`src/rtl/pulse_meas_pkg.sv`:
```
// pulse_meas_pkg
//   Shared definitions for the pulse measurement block: register byte
//   addresses, version, status/config bit positions and the FSM state type.
package pulse_meas_pkg;

    localparam logic [7:0] VERSION = 8'd1;

    // Register byte addresses (multi-byte fields are little-endian)
    localparam logic [4:0] ADDR_RESET   = 5'd0;
    localparam logic [4:0] ADDR_START   = 5'd1;
    localparam logic [4:0] ADDR_CONF    = 5'd2;
    localparam logic [4:0] ADDR_TIMEOUT = 5'd3;
    localparam logic [4:0] ADDR_NUM     = 5'd7;
    localparam logic [4:0] ADDR_DELAY   = 5'd9;
    localparam logic [4:0] ADDR_WIDTH   = 5'd13;
    localparam logic [4:0] ADDR_PERIOD  = 5'd17;
    localparam logic [4:0] ADDR_COUNT   = 5'd21;

    // Status byte bit positions
    localparam int STAT_DONE = 0;
    localparam int STAT_TOUT = 1;
    localparam int STAT_OVF  = 2;

    // Config byte bit positions
    localparam int CONF_EN_BIT  = 0;
    localparam int CONF_INV_BIT = 1;

    // START write delay: vld_pipe[START_STAGES:0] gives three cycles, the
    // same latency as the synchroniser + edge-detect path.
    localparam int START_STAGES = 2;

    // Edge-sync channel indices
    localparam int CH_PULSE = 0;
    localparam int CH_EXT   = 1;
    localparam int NUM_CH   = 2;

    typedef enum logic [1:0] {
        IDLE      = 2'd0,
        WAIT_RISE = 2'd1,
        HIGH      = 2'd2,
        DONE_ST   = 2'd3
    } meas_state_t;

endpackage

```
`src/rtl/pulse_meas_core_edge_sync.sv`:
```
// pulse_edge_sync
//   Two-flop synchroniser followed by one edge-detect register.
//   An input change is visible on rise/fall in the cycle ending with the
//   third clock edge after the change.
// Ports:
//   clk   - clock
//   rst_n - async active-low reset
//   din   - asynchronous input
//   rise  - one-cycle pulse on a synchronised 0->1 transition
//   fall  - one-cycle pulse on a synchronised 1->0 transition
module pulse_edge_sync (
    input  logic clk,
    input  logic rst_n,
    input  logic din,
    output logic rise,
    output logic fall
);

    logic [1:0] sync_q;
    logic       last_q;

    always_ff @(posedge clk or negedge rst_n) begin
        if (!rst_n) begin
            sync_q <= '0;
            last_q <= 1'b0;
        end else begin
            sync_q <= {sync_q[0], din};
            last_q <= sync_q[1];
        end
    end

    assign rise = sync_q[1] & ~last_q;
    assign fall = ~sync_q[1] & last_q;

endmodule

```
`src/rtl/pulse_meas_core.sv`:
```
// pulse_meas_core
//   Bus-mapped pulse measurement. After an arm (START write or EXT_START
//   rising edge with CONF_EN) it measures delay to the first rising edge,
//   width of the first pulse, period of the last two pulses and the number
//   of rising edges, all in BUS_CLK cycles.
// Ports:
//   BUS_CLK, BUS_RST_N          - clock, async active-low reset
//   BUS_ADD/BUS_DATA_IN/BUS_WR  - byte register writes
//   BUS_RD/BUS_DATA_OUT         - byte register reads, data one cycle later
//   PULSE_IN                    - asynchronous pulse to measure
//   EXT_START                   - asynchronous external arm (rising edge)
//   BUSY                        - measurement in progress
module pulse_meas_core
    import pulse_meas_pkg::*;
#(
    parameter int ABUSWIDTH = 16,
    parameter int CNT_WIDTH = 32
) (
    input  logic                 BUS_CLK,
    input  logic                 BUS_RST_N,
    input  logic [ABUSWIDTH-1:0] BUS_ADD,
    input  logic [7:0]           BUS_DATA_IN,
    output logic [7:0]           BUS_DATA_OUT,
    input  logic                 BUS_WR,
    input  logic                 BUS_RD,
    input  logic                 PULSE_IN,
    input  logic                 EXT_START,
    output logic                 BUSY
);

    localparam logic [CNT_WIDTH-1:0] CNT_ONE = CNT_WIDTH'(1);

    // ---------------- bus decode ----------------
    logic [4:0] addr;
    logic       addr_hit;
    logic       wr_en, soft_rst, start_wr;

    assign addr     = BUS_ADD[4:0];
    assign addr_hit = (BUS_ADD >> 5) == '0;
    assign wr_en    = BUS_WR & addr_hit;
    assign soft_rst = wr_en && (addr == ADDR_RESET);
    assign start_wr = wr_en && (addr == ADDR_START);

    // ---------------- configuration ----------------
    logic        conf_en, conf_inv;
    logic [31:0] conf_timeout;
    logic [15:0] conf_num;
    logic [15:0] num_eff;

    always_ff @(posedge BUS_CLK or negedge BUS_RST_N) begin
        if (!BUS_RST_N) begin
            conf_en      <= 1'b0;
            conf_inv     <= 1'b0;
            conf_timeout <= '0;
            conf_num     <= '0;
        end else if (soft_rst) begin
            conf_en      <= 1'b0;
            conf_inv     <= 1'b0;
            conf_timeout <= '0;
            conf_num     <= '0;
        end else if (wr_en) begin
            case (addr)
                ADDR_CONF: begin
                    conf_en  <= BUS_DATA_IN[CONF_EN_BIT];
                    conf_inv <= BUS_DATA_IN[CONF_INV_BIT];
                end
                ADDR_TIMEOUT:         conf_timeout[7:0]   <= BUS_DATA_IN;
                ADDR_TIMEOUT + 5'd1:  conf_timeout[15:8]  <= BUS_DATA_IN;
                ADDR_TIMEOUT + 5'd2:  conf_timeout[23:16] <= BUS_DATA_IN;
                ADDR_TIMEOUT + 5'd3:  conf_timeout[31:24] <= BUS_DATA_IN;
                ADDR_NUM:             conf_num[7:0]       <= BUS_DATA_IN;
                ADDR_NUM + 5'd1:      conf_num[15:8]      <= BUS_DATA_IN;
                default: ;
            endcase
        end
    end

    assign num_eff = (conf_num == '0) ? 16'd1 : conf_num;

    // ---------------- input conditioning ----------------
    logic [NUM_CH-1:0] sync_din, sync_rise, sync_fall;
    logic              unused_ext_fall;

    assign sync_din[CH_PULSE] = PULSE_IN ^ conf_inv;
    assign sync_din[CH_EXT]   = EXT_START;
    assign unused_ext_fall    = sync_fall[CH_EXT];

    for (genvar i = 0; i < NUM_CH; i++) begin : g_sync
        pulse_edge_sync u_sync (
            .clk   (BUS_CLK),
            .rst_n (BUS_RST_N),
            .din   (sync_din[i]),
            .rise  (sync_rise[i]),
            .fall  (sync_fall[i])
        );
    end

    // START is delayed to line up with the synchronised input edges, so
    // DELAY is measured from the bus write just as from EXT_START.
    logic [START_STAGES:0] vld_pipe;

    always_ff @(posedge BUS_CLK or negedge BUS_RST_N) begin
        if (!BUS_RST_N)    vld_pipe <= '0;
        else if (soft_rst) vld_pipe <= '0;
        else               vld_pipe <= {vld_pipe[START_STAGES-1:0], start_wr};
    end

    logic arm, p_rise, p_fall;
    assign arm    = vld_pipe[START_STAGES] | (sync_rise[CH_EXT] & conf_en);
    assign p_rise = sync_rise[CH_PULSE];
    assign p_fall = sync_fall[CH_PULSE];

    // ---------------- FSM ----------------
    meas_state_t state_q, state_nxt;
    logic [CNT_WIDTH-1:0] gcnt_q, pcnt_q, wcnt_q;
    logic [CNT_WIDTH-1:0] delay_q, width_q, period_q;
    logic [15:0]          count_q;
    logic                 done_q, tout_q, ovf_q;
    logic                 tout_hit, rec_rise, rec_fall, set_tout;

    assign tout_hit = (conf_timeout != '0) && (gcnt_q == CNT_WIDTH'(conf_timeout));

    always_ff @(posedge BUS_CLK or negedge BUS_RST_N) begin
        if (!BUS_RST_N)    state_q <= IDLE;
        else if (soft_rst) state_q <= IDLE;
        else               state_q <= state_nxt;
    end

    // Arm overrides everything; an edge seen together with the timeout is
    // still recorded before the timeout moves the FSM to DONE_ST.
    always_comb begin
        state_nxt = state_q;
        rec_rise  = 1'b0;
        rec_fall  = 1'b0;
        set_tout  = 1'b0;
        if (arm) begin
            state_nxt = WAIT_RISE;
        end else begin
            unique case (state_q)
                IDLE: ;
                WAIT_RISE: begin
                    if (p_rise) begin
                        rec_rise  = 1'b1;
                        state_nxt = HIGH;
                    end
                    if (tout_hit) begin
                        set_tout  = 1'b1;
                        state_nxt = DONE_ST;
                    end
                end
                HIGH: begin
                    if (p_fall) begin
                        rec_fall  = 1'b1;
                        state_nxt = (count_q == num_eff) ? DONE_ST : WAIT_RISE;
                    end
                    if (tout_hit) begin
                        set_tout  = 1'b1;
                        state_nxt = DONE_ST;
                    end
                end
                DONE_ST: state_nxt = IDLE;
                default: state_nxt = IDLE;
            endcase
        end
    end

    // ---------------- counters and results ----------------
    logic gcnt_max, pcnt_max, wcnt_max, count_max;
    assign gcnt_max  = &gcnt_q;
    assign pcnt_max  = &pcnt_q;
    assign wcnt_max  = &wcnt_q;
    assign count_max = &count_q;

    always_ff @(posedge BUS_CLK or negedge BUS_RST_N) begin
        if (!BUS_RST_N) begin
            gcnt_q   <= '0;
            pcnt_q   <= '0;
            wcnt_q   <= '0;
            delay_q  <= '0;
            width_q  <= '0;
            period_q <= '0;
            count_q  <= '0;
            done_q   <= 1'b1;
            tout_q   <= 1'b0;
            ovf_q    <= 1'b0;
        end else if (soft_rst) begin
            gcnt_q   <= '0;
            pcnt_q   <= '0;
            wcnt_q   <= '0;
            delay_q  <= '0;
            width_q  <= '0;
            period_q <= '0;
            count_q  <= '0;
            done_q   <= 1'b1;
            tout_q   <= 1'b0;
            ovf_q    <= 1'b0;
        end else if (arm) begin
            gcnt_q   <= CNT_ONE;
            pcnt_q   <= '0;
            wcnt_q   <= '0;
            delay_q  <= '0;
            width_q  <= '0;
            period_q <= '0;
            count_q  <= '0;
            done_q   <= 1'b0;
            tout_q   <= 1'b0;
            ovf_q    <= 1'b0;
        end else if (state_q != IDLE) begin
            if (!gcnt_max) gcnt_q <= gcnt_q + CNT_ONE;
            // Rise-to-rise counter only runs once a first rise is known.
            if (count_q != '0 && !pcnt_max) pcnt_q <= pcnt_q + CNT_ONE;
            if (state_q == HIGH && !wcnt_max) wcnt_q <= wcnt_q + CNT_ONE;

            if (gcnt_max || (pcnt_max && count_q != '0) ||
                (wcnt_max && state_q == HIGH) || (count_max && rec_rise))
                ovf_q <= 1'b1;

            if (rec_rise) begin
                if (!count_max) count_q <= count_q + 16'd1;
                if (count_q == '0) delay_q  <= gcnt_q;
                else               period_q <= pcnt_q;
                pcnt_q <= CNT_ONE;
                wcnt_q <= CNT_ONE;
            end
            if (rec_fall && count_q == 16'd1) width_q <= wcnt_q;
            if (set_tout) tout_q <= 1'b1;
            if (state_nxt == DONE_ST) done_q <= 1'b1;
        end
    end

    assign BUSY = (state_q != IDLE);

    // ---------------- read back ----------------
    logic [7:0]   status, conf_byte;
    logic [255:0] rd_map;

    always_comb begin
        status            = '0;
        status[STAT_DONE] = done_q;
        status[STAT_TOUT] = tout_q;
        status[STAT_OVF]  = ovf_q;
        conf_byte               = '0;
        conf_byte[CONF_EN_BIT]  = conf_en;
        conf_byte[CONF_INV_BIT] = conf_inv;
    end

    // Byte n of rd_map is register address n; unmapped bytes are zero.
    assign rd_map = {72'd0, count_q, 32'(period_q), 32'(width_q), 32'(delay_q),
                     conf_num, conf_timeout, conf_byte, status, VERSION};

    always_ff @(posedge BUS_CLK or negedge BUS_RST_N) begin
        if (!BUS_RST_N)    BUS_DATA_OUT <= '0;
        else if (soft_rst) BUS_DATA_OUT <= '0;
        else if (BUS_RD)   BUS_DATA_OUT <= addr_hit ? rd_map[{addr, 3'b000} +: 8] : 8'd0;
    end

endmodule

```
`config.mk`:
```
export PLATFORM = sky130hd
export DESIGN_NAME = pulse_meas_core
export DESIGN_NICKNAME = d
export VERILOG_FILES = /design/src/rtl/pulse_meas_pkg.sv /design/src/rtl/pulse_meas_core_edge_sync.sv /design/src/rtl/pulse_meas_core.sv
export SDC_FILE = /design/constraint.sdc
export NUM_CORES = 1
export LEC_CHECK = 0
export BUFFER_PORTS_ARGS = -buffer_cell sky130_fd_sc_hd__buf_2
export CORE_MARGIN = 5
export CORE_UTILIZATION = 55
export CTS_CLUSTER_SIZE = 16
export DETAILED_ROUTE_END_ITERATION = 16
export GPL_ROUTABILITY_DRIVEN = 0
export PLACE_DENSITY_LB_ADDON = 0.2
export SETUP_SLACK_MARGIN = 0.4
export SLEW_MARGIN = 20
export SYNTH_ARGS = -nofsm -noshare
export SYNTH_HDL_FRONTEND = slang
export SYNTH_SLANG_ARGS = --single-unit
```
`constraint.sdc`:
```
create_clock -name BUS_CLK -period 5.84 [get_ports BUS_CLK]
set_clock_uncertainty 0.1 [all_clocks]
set_input_delay 0.292 -clock BUS_CLK [delete_from_list [all_inputs] [get_ports BUS_CLK]]
set_output_delay 0.292 -clock BUS_CLK [all_outputs]
set_load 0.005 [all_outputs]
```
# Yosys cells after proc, flatten, opt, wreduce, memory -nomap -nowiden
# Cells that the tools add are included.
[classes]
addsub = 4
n_eq_ne = 18
n_shift = 1
muxes = 83
bitwise = 10
n_reduce_logical = 61
[ops]
columns = ["op", "n"]
rows = [
  ["32-bit 2-to-1 mux", 30],
  ["256-bit by 9-bit indexed part select with 8-bit output", 1],
  ["16-bit 2-to-1 mux", 8],
  ["32-bit by 1-bit adder with 32-bit output, second input constant", 3],
  ["32-bit AND reduction", 3],
  ["8-bit 2-to-1 mux", 9],
  ["16-bit logical NOT", 3],
  ["32-bit == test", 1],
  ["32-bit nonzero test", 1],
  ["2-bit AND reduction", 14],
  ["1-bit 2-to-1 mux", 27],
  ["3-bit nonzero test", 7],
  ["5-bit by 3-bit == test with 1-bit output, second input constant", 4],
  ["2-bit nonzero test", 10],
  ["16-bit by 1-bit adder with 16-bit output, second input constant", 1],
  ["16-bit by 1-bit == test with 1-bit output, second input constant", 1],
  ["16-bit == test", 1],
  ["16-bit AND reduction", 1],
  ["16-bit nonzero test", 1],
  ["2-bit 2-to-1 mux", 7],
  ["5-bit by 2-bit == test with 1-bit output, second input constant", 2],
  ["1-bit logical AND", 9],
  ["3-bit inequality test, second input constant", 3],
  ["3-bit AND reduction", 3],
  ["other kinds (15)", 27],
]
[totals]
ff_bits = 280
input_bits = 30
elab_cells = 202

# Logic depth before layout (Yosys ltp)
# Gate-level depths: netlist of the first run.
[depth]
depth_word = 13
mapped_depth = 10

# Hierarchy
# Synthesis of the first run repeated with hierarchy kept, for this count alone.
[hier_totals]
cells_unflattened = 1559
area_unflattened_um2 = 14849.2
[modules_own_cells]
columns = ["module", "n_inst", "cells_each", "area_per_inst_um2", "seq_area_each_um2"]
rows = [
  ["pulse_meas_core", 1, 1549, 14669.1, 6857.8],
  ["pulse_edge_sync", 2, 5, 90.1, 75.1],
]

# Worst setup path after synthesis of the first run
# No wires, ideal clock.
[synth_path]
kind = "register to register"
startpoint = "register state_q[1]"
endpoint = "register pcnt_q[29]"
setup_ns = 0.078
t_arrival_ns = 2.194
required_time_ns = 5.662
setup_slack_ns = 3.468
path_stages_with_launch = 10
synth_period_minus_slack_ns = 2.372
cell_sequence = "dfrtp_1 > inv_1 > ha_1 > nor4bb_1 > nor3_1 > o21ai_4 > a21oi_2 > buf_2 > or4_1 > a21oi_1"
[synth_via]
elab_chain_cells = 7
elab_cells_between_ends = 11
cone_classes = "eq/ne: 1; mux: 6; reduce/logical: 4"
[synth_lines]
columns = ["element", "line", "rtl"]
rows = [
  ["start, declared", "pulse_meas_core.sv:114", "meas_state_t state_q, state_nxt;"],
  ["start signal, assigned", "pulse_meas_core.sv:126", "else state_q <= state_nxt;"],
  ["2-bit by 1-bit == test with 1-bit output", "pulse_meas_core.sv:139", "unique case (state_q)"],
  ["1-bit 2-to-1 mux", "pulse_meas_core.sv:139", ""],
  ["1-bit 2-to-1 mux", "pulse_meas_core.sv:136", "if (arm) begin"],
  ["32-bit 2-to-1 mux", "pulse_meas_core.sv:218", "if (rec_rise) begin"],
  ["32-bit 2-to-1 mux", "pulse_meas_core.sv:208", "end else if (state_q != IDLE) begin"],
  ["32-bit 2-to-1 mux", "pulse_meas_core.sv:197", "end else if (arm) begin"],
  ["32-bit 2-to-1 mux", "pulse_meas_core.sv:186", "end else if (soft_rst) begin"],
  ["end signal, assigned", "pulse_meas_core.sv:211", "if (count_q != '0 && !pcnt_max) pcnt_q <= pcnt_q + CNT_ONE;"],
  ["end, declared", "pulse_meas_core.sv:115", "logic [CNT_WIDTH-1:0] gcnt_q, pcnt_q, wcnt_q;"],
]
# Several ways; a longest one is shown, not always the timed one. The select of a mux whose other input is x is not followed.
# A chain may end at the register's enable or synchronous reset.

# Worst setup path in the final report of the first run
[layout_path]
startpoint = "register state_q[1]"
endpoint = "register wcnt_q[31]"
[layout_via]
elab_chain_cells = 7
elab_cells_between_ends = 13
cone_classes = "eq/ne: 2; mux: 6; reduce/logical: 5"
[layout_lines]
columns = ["element", "line", "rtl"]
rows = [
  ["2-bit by 1-bit == test with 1-bit output", "pulse_meas_core.sv:139", ""],
  ["1-bit 2-to-1 mux", "pulse_meas_core.sv:139", ""],
  ["1-bit 2-to-1 mux", "pulse_meas_core.sv:136", ""],
  ["32-bit 2-to-1 mux", "pulse_meas_core.sv:218", ""],
  ["32-bit 2-to-1 mux", "pulse_meas_core.sv:208", ""],
  ["32-bit 2-to-1 mux", "pulse_meas_core.sv:197", ""],
  ["32-bit 2-to-1 mux", "pulse_meas_core.sv:186", ""],
  ["end signal, assigned", "pulse_meas_core.sv:212", "if (state_q == HIGH && !wcnt_max) wcnt_q <= wcnt_q + CNT_ONE;"],
  ["end, declared", "pulse_meas_core.sv:115", ""],
]
# Several ways; a longest one is shown, not always the timed one. The select of a mux whose other input is x is not followed.

==> results of run 1 <==
[sequential cells by signal, summed over array words and instances (netlist names)]
register and count:
delay_q 32, wcnt_q 32, pcnt_q 32, count_q 16, ovf_q 1, g_sync.u_sync.sync_q 4
BUS_DATA_OUT 8, conf_timeout 32, vld_pipe 3, conf_num 16, gcnt_q 32, conf_en 1
done_q 1, tout_q 1, state_q 2, width_q 32, conf_inv 1, period_q 32
g_sync.u_sync.last_q 2
[power by group]
group / total [mW] / switching [mW] / internal (mW)
combinational: 0.715 / 0.508 / 0.207
clock: 1.82 / 0.771 / 1.05
sequential: 2.07 / 0.0713 / 2.00
[logic make-up (layout without fill, tap and decap cells)]
kind of cell             Yosys count  after routing  synth area share (%)
AO/OA/AOI/OAI                    290            290                  11.2
multiplexers                     115            115                  10.5
AND/OR/NAND/NOR                  682            682                  22.3
flip-flops                       280            280                  45.9
buffers and inverters            124            142                  3.54
XOR/XNOR                         100            100                  5.73
adder cells (fa/ha/maj)           10             10                 0.819
[cell type report]
class / instances / area [um2] / area share (%)
multi-input cells: 1197 / 7760 / 46.5
flip-flops and latches: 280 / 7010 / 42.0
clock buffers: 48 / 900 / 5.39
well taps: 378 / 473 / 2.83
repair buffers: 62 / 420 / 2.52
inverters: 25 / 93.8 / 0.562
clock inverters: 7 / 35.0 / 0.210
[layout by cell type, fill, tap and decap left out, drive strengths merged, types with 5 or more instances in the layout]
master / netlist / layout
dfrtp: 279 / 279
nand2: 252 / 252
nor2: 145 / 145
a21oi: 132 / 132
o21ai: 79 / 79
xor2: 70 / 70
mux2i: 60 / 60
buf: 42 / 51
clkbuf: 57 / 48
nand4: 46 / 46
nor4: 44 / 44
nand3: 41 / 41
mux4: 34 / 34
xnor2: 30 / 30
or4: 26 / 26
nor3: 26 / 26
inv: 25 / 25
o31ai: 25 / 25
and4: 21 / 21
mux2: 21 / 21
and2: 20 / 20
or3: 15 / 15
nand2b: 14 / 14
o211ai: 11 / 11
dlygate4sd3: 0 / 11
a22oi: 10 / 10
and3: 10 / 10
ha: 10 / 10
clkinv: 0 / 7
nor2b: 6 / 6
a211oi: 5 / 5
[worst paths after layout]
path / startpoint / endpoint / slack (ns) / cells past startpoint
min reg2reg: g_sync[1].u_sync.sync_q[0]$_DFF_PN0_ / g_sync[1].u_sync.sync_q[1]$_DFF_PN0_ / 0.25 / 0
max reg2reg: state_q[1]$_DFF_PN0_ / wcnt_q[31]$_DFFE_PN0P_ / 2.07 / 9
min: BUS_RD / BUS_DATA_OUT[6]$_DFFE_PN0P_ / 0.04 / 4
min in group asynchronous: BUS_RST_N / gcnt_q[22]$_DFFE_PN0P_ / 0.31 / 2
max in group asynchronous: BUS_RST_N / pcnt_q[11]$_DFFE_PN0P_ / 3.92 / 3
max: state_q[1]$_DFF_PN0_ / wcnt_q[31]$_DFFE_PN0P_ / 2.07 / 9
[tightest hold or removal path, delay by kind of cell]
| family | cells | cell delay, ns |
|---|---|---|
| AOI/OAI and AO/OA | 1 | 0.07 |
| buffers and inverters | 1 | 0.09 |
| and+or+nand+nor | 2 | 0.20 |
[cells in the mapped netlist, types with 4 or more instances]
cell type | instances | area [um2]
or4_1 | 26 | 195
clkbuf_1 | 52 | 195
a31oi_1 | 4 | 25.0
nand3_1 | 40 | 200
nor2_1 | 144 | 541
o21ai_1 | 4 | 20.0
a22oi_1 | 10 | 75.1
nor2b_1 | 6 | 37.5
and4_1 | 21 | 184
inv_1 | 25 | 93.8
mux2_2 | 21 | 236
buf_2 | 28 | 140
or3_1 | 15 | 93.8
and3_1 | 10 | 62.6
o31ai_1 | 23 | 173
nand4_1 | 42 | 263
nor3_1 | 24 | 120
xnor2_1 | 30 | 263
o21ai_0 | 73 | 365
o211ai_1 | 11 | 82.6
nor4_1 | 40 | 250
a21oi_1 | 130 | 651
nand2b_1 | 14 | 87.6
mux4_2 | 34 | 766
dfrtp_1 | 279 | 6980
buf_1 | 7 | 26.3
buf_4 | 5 | 37.5
and2_1 | 19 | 119
ha_1 | 10 | 125
mux2i_1 | 60 | 601
nand2_1 | 252 | 946
clkbuf_2 | 5 | 25.0
xor2_1 | 70 | 613
a211oi_1 | 5 | 37.5
[layer usage]
metal	global-route usage (%)	share of wire (%)	vias to the layer above
li1	-	-	5724
met1	39.4	43	6027
met2	42.1	46	456
met3	5.77	7.4	106
met4	9.38	3.5	4
met5	0	0.037	-
==> out/qor.yml, run 1 <==
slew_headroom_pct: 30.3
synth_edf_count: 0
ios: 39
hold_slack_ns: 0.0373
cp_data_required_time_ns: 6.22
cts_buffer_depth: 3
drt_first_pass_iters: 6
finalHoldViolations: 0
start_util_pct: 55.3
status: "finished clean"
n_antenna_cell: 0
vdd_drop_max_uv: 222
antenna_found_initial: 2
fin_cells: 1997
synthFlopType: "dfrtp_1"
cts_tree: "done"
powerDensity_mw_per_mm2: 276
period_minus_slack_ns: 3.77
drc: 0
async_flop_share_pct: 100
detail_route.vias_per_cell: 6.17
post_drt_wl_per_cell_um: 21.4
drive_gt1_share_pct: 11.1
preCtsSetupSlack_ns: 2.09
min_path_type: "in -> reg"
dp_cells: 1931
power_mw: 4.60
num_rows: 61
die-area_mm2: 0.0312
nFillCells: 2375
path_buf_inv: 2
grt_max_degree: 153
avgSynthCellArea_um2: 9.55
syn_inst: 1601
clk_pin_slew_ns: 0.06
hold_buffers: 11
critPathMaxStageDelay_ns: 0.77
fin_crit_sh_pct: 64.6
rsz0062_at_grt: "false"
design.final.nets: 1636
crit_family: "simple AND/OR/NAND/NOR gates"
path_cells: "inv_1 -> ha_1 -> nor4bb_1 -> nor3_1 -> o21ai_4 -> buf_4 -> nor2_1 -> or4_1 -> a21oi_1"
synth_seq_cells: 280
grt_pass1_wl_um: 68300
postCtsSetupBuffers: 0
die_h_um: 177
syn_to_final_growth_pct: 9.23
core_region_area_mm2: 0.0276
syn_area_mm2: 0.0153
cts_num_sinks: 280
synth_seq_area_share_pct: 45.9
setup_viol: 0
cts_root_buf: "clkbuf_16"
crit_type: "reg -> reg"
first_global_vias: 12100
drtAntennaViolNets: 0
critPathSlowestCell: "nor4bb_1"
numCtsBuffers: 30
dp_hpwl_um: 29400
slew_violations: 0
grt.overflow.total: 0
drt-total-wl_um: 42800
fin_ws_ns: 2.07
fin_util_pct: 60.4
cp_max_fo: 37
grt_util_all_layers_pct: 27.5
clock_latency_ns: 0.56
p_leak_nw: 7.24
max_freq_ghz: 0.265
ys_types: 75
fp.dieW_um: 177
htree_levels: 1
placed_area_mm2: 0.0157
worstPathArrival_ns: 4.15
portBuffers: 38
yosys_warnings: 0
cts_resized: 0
worst_slew_pin_slew_ns: 1.04
final_area_mm2: 0.0167
dr.first_iter.drc_count: 1200
vias: 12300
cap_violations: 0
fin_tns_setup_ns: 0
cp-start-kind: "flip-flop"
syn-num-nets: 1641
cp-end-kind: "flip-flop"
No activity file was read; power rests on OpenSTA's default activity.
==> run 2: changes to the inputs <==
--- a/config.mk
+++ b/config.mk
@@ -5,6 +5,7 @@
 export SDC_FILE = /design/constraint.sdc
 export NUM_CORES = 1
 export LEC_CHECK = 0
+export ABC_AREA = 1
 export BUFFER_PORTS_ARGS = -buffer_cell sky130_fd_sc_hd__buf_2
 export CORE_MARGIN = 5
 export CORE_UTILIZATION = 55
==> constraint.sdc (replaced) <==
create_clock -name BUS_CLK -period 3.1 [get_ports BUS_CLK]
set_clock_uncertainty 0.1 [all_clocks]
set_input_delay 0.155 -clock BUS_CLK [delete_from_list [all_inputs] [get_ports BUS_CLK]]
set_output_delay 0.155 -clock BUS_CLK [all_outputs]
set_load 0.005 [all_outputs]
==> out/qor.yml, run 2 <==
status: "finished clean"
first_global_vias: 15100  # +25%
n_antenna_cell: 0  # unchanged
finalHoldViolations: 0  # unchanged
drt-total-wl_um: 52300  # +22%
reg2reg_depth: 12  # +3
synth.top_cells.by_count: "nand2_1 (495), dfrtp_1 (279), inv_1 (199)"
r2r_start: "gcnt_q[16]$_DFFE_PN0P_"
clock_latency_ns: 0.56  # about the same
syn_inst: 2131  # +33%
reg2reg_to: "gcnt_q[4]$_DFFE_PN0P_"
syn_area_mm2: 0.0163  # +6.9%
worstPathArrival_ns: 2.90  # -1.25 ns
numCtsBuffers: 30  # unchanged
avgSynthCellArea_um2: 7.67  # -20%
hold_slack_ns: 0.0341  # -0.00313 ns
period_minus_slack_ns: 2.55  # -1.22 ns
fin_ws_ns: 0.554  # -1.52 ns
die-area_mm2: 0.0332  # +6.5%
grt_max_degree: 79  # -48%
design.final.nets: 2200  # +34%
ios: 39  # unchanged
async_flop_share_pct: 100  # unchanged
cp-end-kind: "flip-flop"
synth_seq_cells: 280  # unchanged
antenna_found_initial: 0  # -2
synth_edf_count: 0  # unchanged
clk_pin_slew_ns: 0.07  # about the same
synthFlopType: "dfrtp_1"
yosys.area.top_type: "dfrtp_1"
fin_crit_sh_pct: 82.1  # +18 points
max_freq_ghz: 0.393  # +48%
powerDensity_mw_per_mm2: 548  # +99%
grt.overflow.total: 0  # unchanged
cts_root_buf: "clkbuf_16"
mostFrequentLayoutCell: "nand2_1"
p_leak_nw: 7.84  # +8.3%
portBuffers: 38  # unchanged
rsz0062_at_grt: "false"
dp_hpwl_um: 37100  # +26%
synth_seq_area_share_pct: 42.9  # -3.0 points
ys_types: 57  # -24%
num_rows: 63  # +3.3%
syn-num-nets: 2171  # +32%
cp-start-kind: "flip-flop"
core_region_area_mm2: 0.0295  # +6.7%
drtAntennaViolNets: 0  # unchanged
worst_slew_pin_slew_ns: 0.987  # -0.0563 ns
die_h_um: 182  # +3.2%
drive_gt1_share_pct: 11.0  # -0.067 points
cp_max_fo: 5  # -86%
synth_top_area_share_pct: 42.7  # -2.9 points
htree_levels: 1  # unchanged
cts_num_sinks: 280  # unchanged
layout_common_cells: "nand2_1 (493), dfrtp_1 (272), inv_1 (198)"
cap_violations: 0  # unchanged
min_path_type: "in -> async"
vias: 15700  # +28%
fp.dieW_um: 182  # +3.2%
yosys_warnings: 0  # unchanged
syn_to_final_growth_pct: 11.8
dr.first_iter.drc_count: 2064  # +72%
cts_buffer_depth: 3  # unchanged
grt_util_all_layers_pct: 31.0  # +3.5 points
vdd_drop_max_uv: 429  # +93%
drc: 0  # unchanged
detail_route.vias_per_cell: 6.11  # -0.89%
post_drt_wl_per_cell_um: 20.3  # -5.2%
fin_tns_setup_ns: 0  # unchanged
drt_first_pass_iters: 6  # unchanged
nFillCells: 2596  # +9.3%
crit_type: "reg -> reg"
grt_pass1_wl_um: 83100  # +22%
cp_data_required_time_ns: 3.46  # -2.76 ns
slew_violations: 0  # unchanged
preCtsSetupSlack_ns: 0.168  # -1.93 ns
start_util_pct: 55.4  # +0.099 points
ys_top_cells_by_area: "dfrtp_1 (43%), nand2_1 (11%), inv_1 (4.6%)"
setup_viol: 0  # unchanged
cts_tree: "done"
r2r_setup_slack_ns: 0.55  # -1.52 ns
slew_headroom_pct: 33.8  # +3.5 points
yosysMostFrequentCell: "nand2_1"
==> run 2: changes by cell type in the layout (fill, tap and decap cells not counted), moves of 38 or more <==
cell     previous run  this run
a21oi_1           129        82
mux2i_1            60         0
nand2_1           252       493
nand3_1            40       130
o21ai_0            73       134
nor3_1             24       123
inv_1              25       198
a22oi_1            10        48
==> run 2: logic make-up after synthesis <==
| logic type | Yosys count | share of synthesized area (%) |
|---|---|---|
| XOR/XNOR | 83 | 4.45 |
| AND/OR/NAND/NOR | 1052 | 29.1 |
| adder cells (fa/ha/maj) | 10 | 0.766 |
| buffers and inverters | 314 | 7.84 |
| AO/OA/AOI/OAI | 392 | 14.9 |
| flip-flops | 280 | 42.9 |
==> run 2: metal layers <==
metal	vias to the layer above	wire length (um)	part of all wire [%]	track usage [%]
li1	7260	-	-	-
met1	7391	20300	39	41.0
met2	871	24400	47	50.9
met3	212	4800	9.2	4.80
met4	0	2820	5.4	13.4
met5	-	0	0	0
==> run 2: worst max-delay path by stage <==
stage                                          to                    from  depth (start not counted)
after CTS                  gcnt_q[10]$_DFFE_PN0P_   gcnt_q[0]$_DFFE_PN0P_                         16
final                       gcnt_q[4]$_DFFE_PN0P_  gcnt_q[16]$_DFFE_PN0P_                         12
after detailed placement   delay_q[6]$_DFFE_PN0P_              BUS_ADD[1]                         12
after floorplan            wcnt_q[25]$_DFFE_PN0P_   wcnt_q[0]$_DFFE_PN0P_                         14
after global routing       wcnt_q[27]$_DFFE_PN0P_   wcnt_q[6]$_DFFE_PN0P_                          9
after global placement    delay_q[20]$_DFFE_PN0P_              BUS_ADD[2]                         12
==> run 2: final cells by class <==
type	instances	area, um2	area share, %
Multi-Input combinational cell	1537	8120	44.5
Sequential cell	280	7020	38.4
Clock buffer	42	907	4.97
Inverter	213	813	4.45
Timing Repair Buffer	98	759	4.16
Tap cell	390	488	2.67
Clock inverter	14	153	0.836
==> run 2: critical path, cell delays in order (launching register included) <==
cell and delay (ns):
dfrtp_1 0.44, inv_1 0.16, nor3_1 0.42, nand2_1 0.17
nor2_4 0.15, nand2_1 0.12, nor2_4 0.14, nor2_4 0.08
buf_12 0.14, nor2_8 0.12, buf_4 0.17, nor3_1 0.05
o21a_1 0.17
==> run 2: power breakdown <==
group,switching (mW),internal [mW]
logic,1.43,0.690
clock network,1.55,2.28
registers,0.188,3.86
total,3.17,6.83
==> run 2: metrics by stage <==
| step | area, um2 | power [mW] | utilization [%] | std cells |
|---|---|---|---|---|
| final | 18300 | 10.0 | 61.9 | 2574 |
| after global routing | 18300 | 10.4 | 61.9 | 2574 |
| after CTS | 18100 | 9.88 | 61.5 | 2568 |
| after detailed placement | 16800 | 5.90 | 57.1 | 2493 |
| after global placement | 16800 | 5.85 | 57.1 | 2493 |
| after floorplan | 16300 | 5.43 | - | 2131 |
==> run 2: repair_timing <==
item / 4_1_cts / 5_1_grt
setup endpoints to repair: 51 / 146
pin swaps: 1 / 2
hold buffers: 13 / 0
endpoints found under the hold margin: 254 / 0
cloned: 0 / 0
resized for setup: 4 / 24
setup buffers: 6 / 6
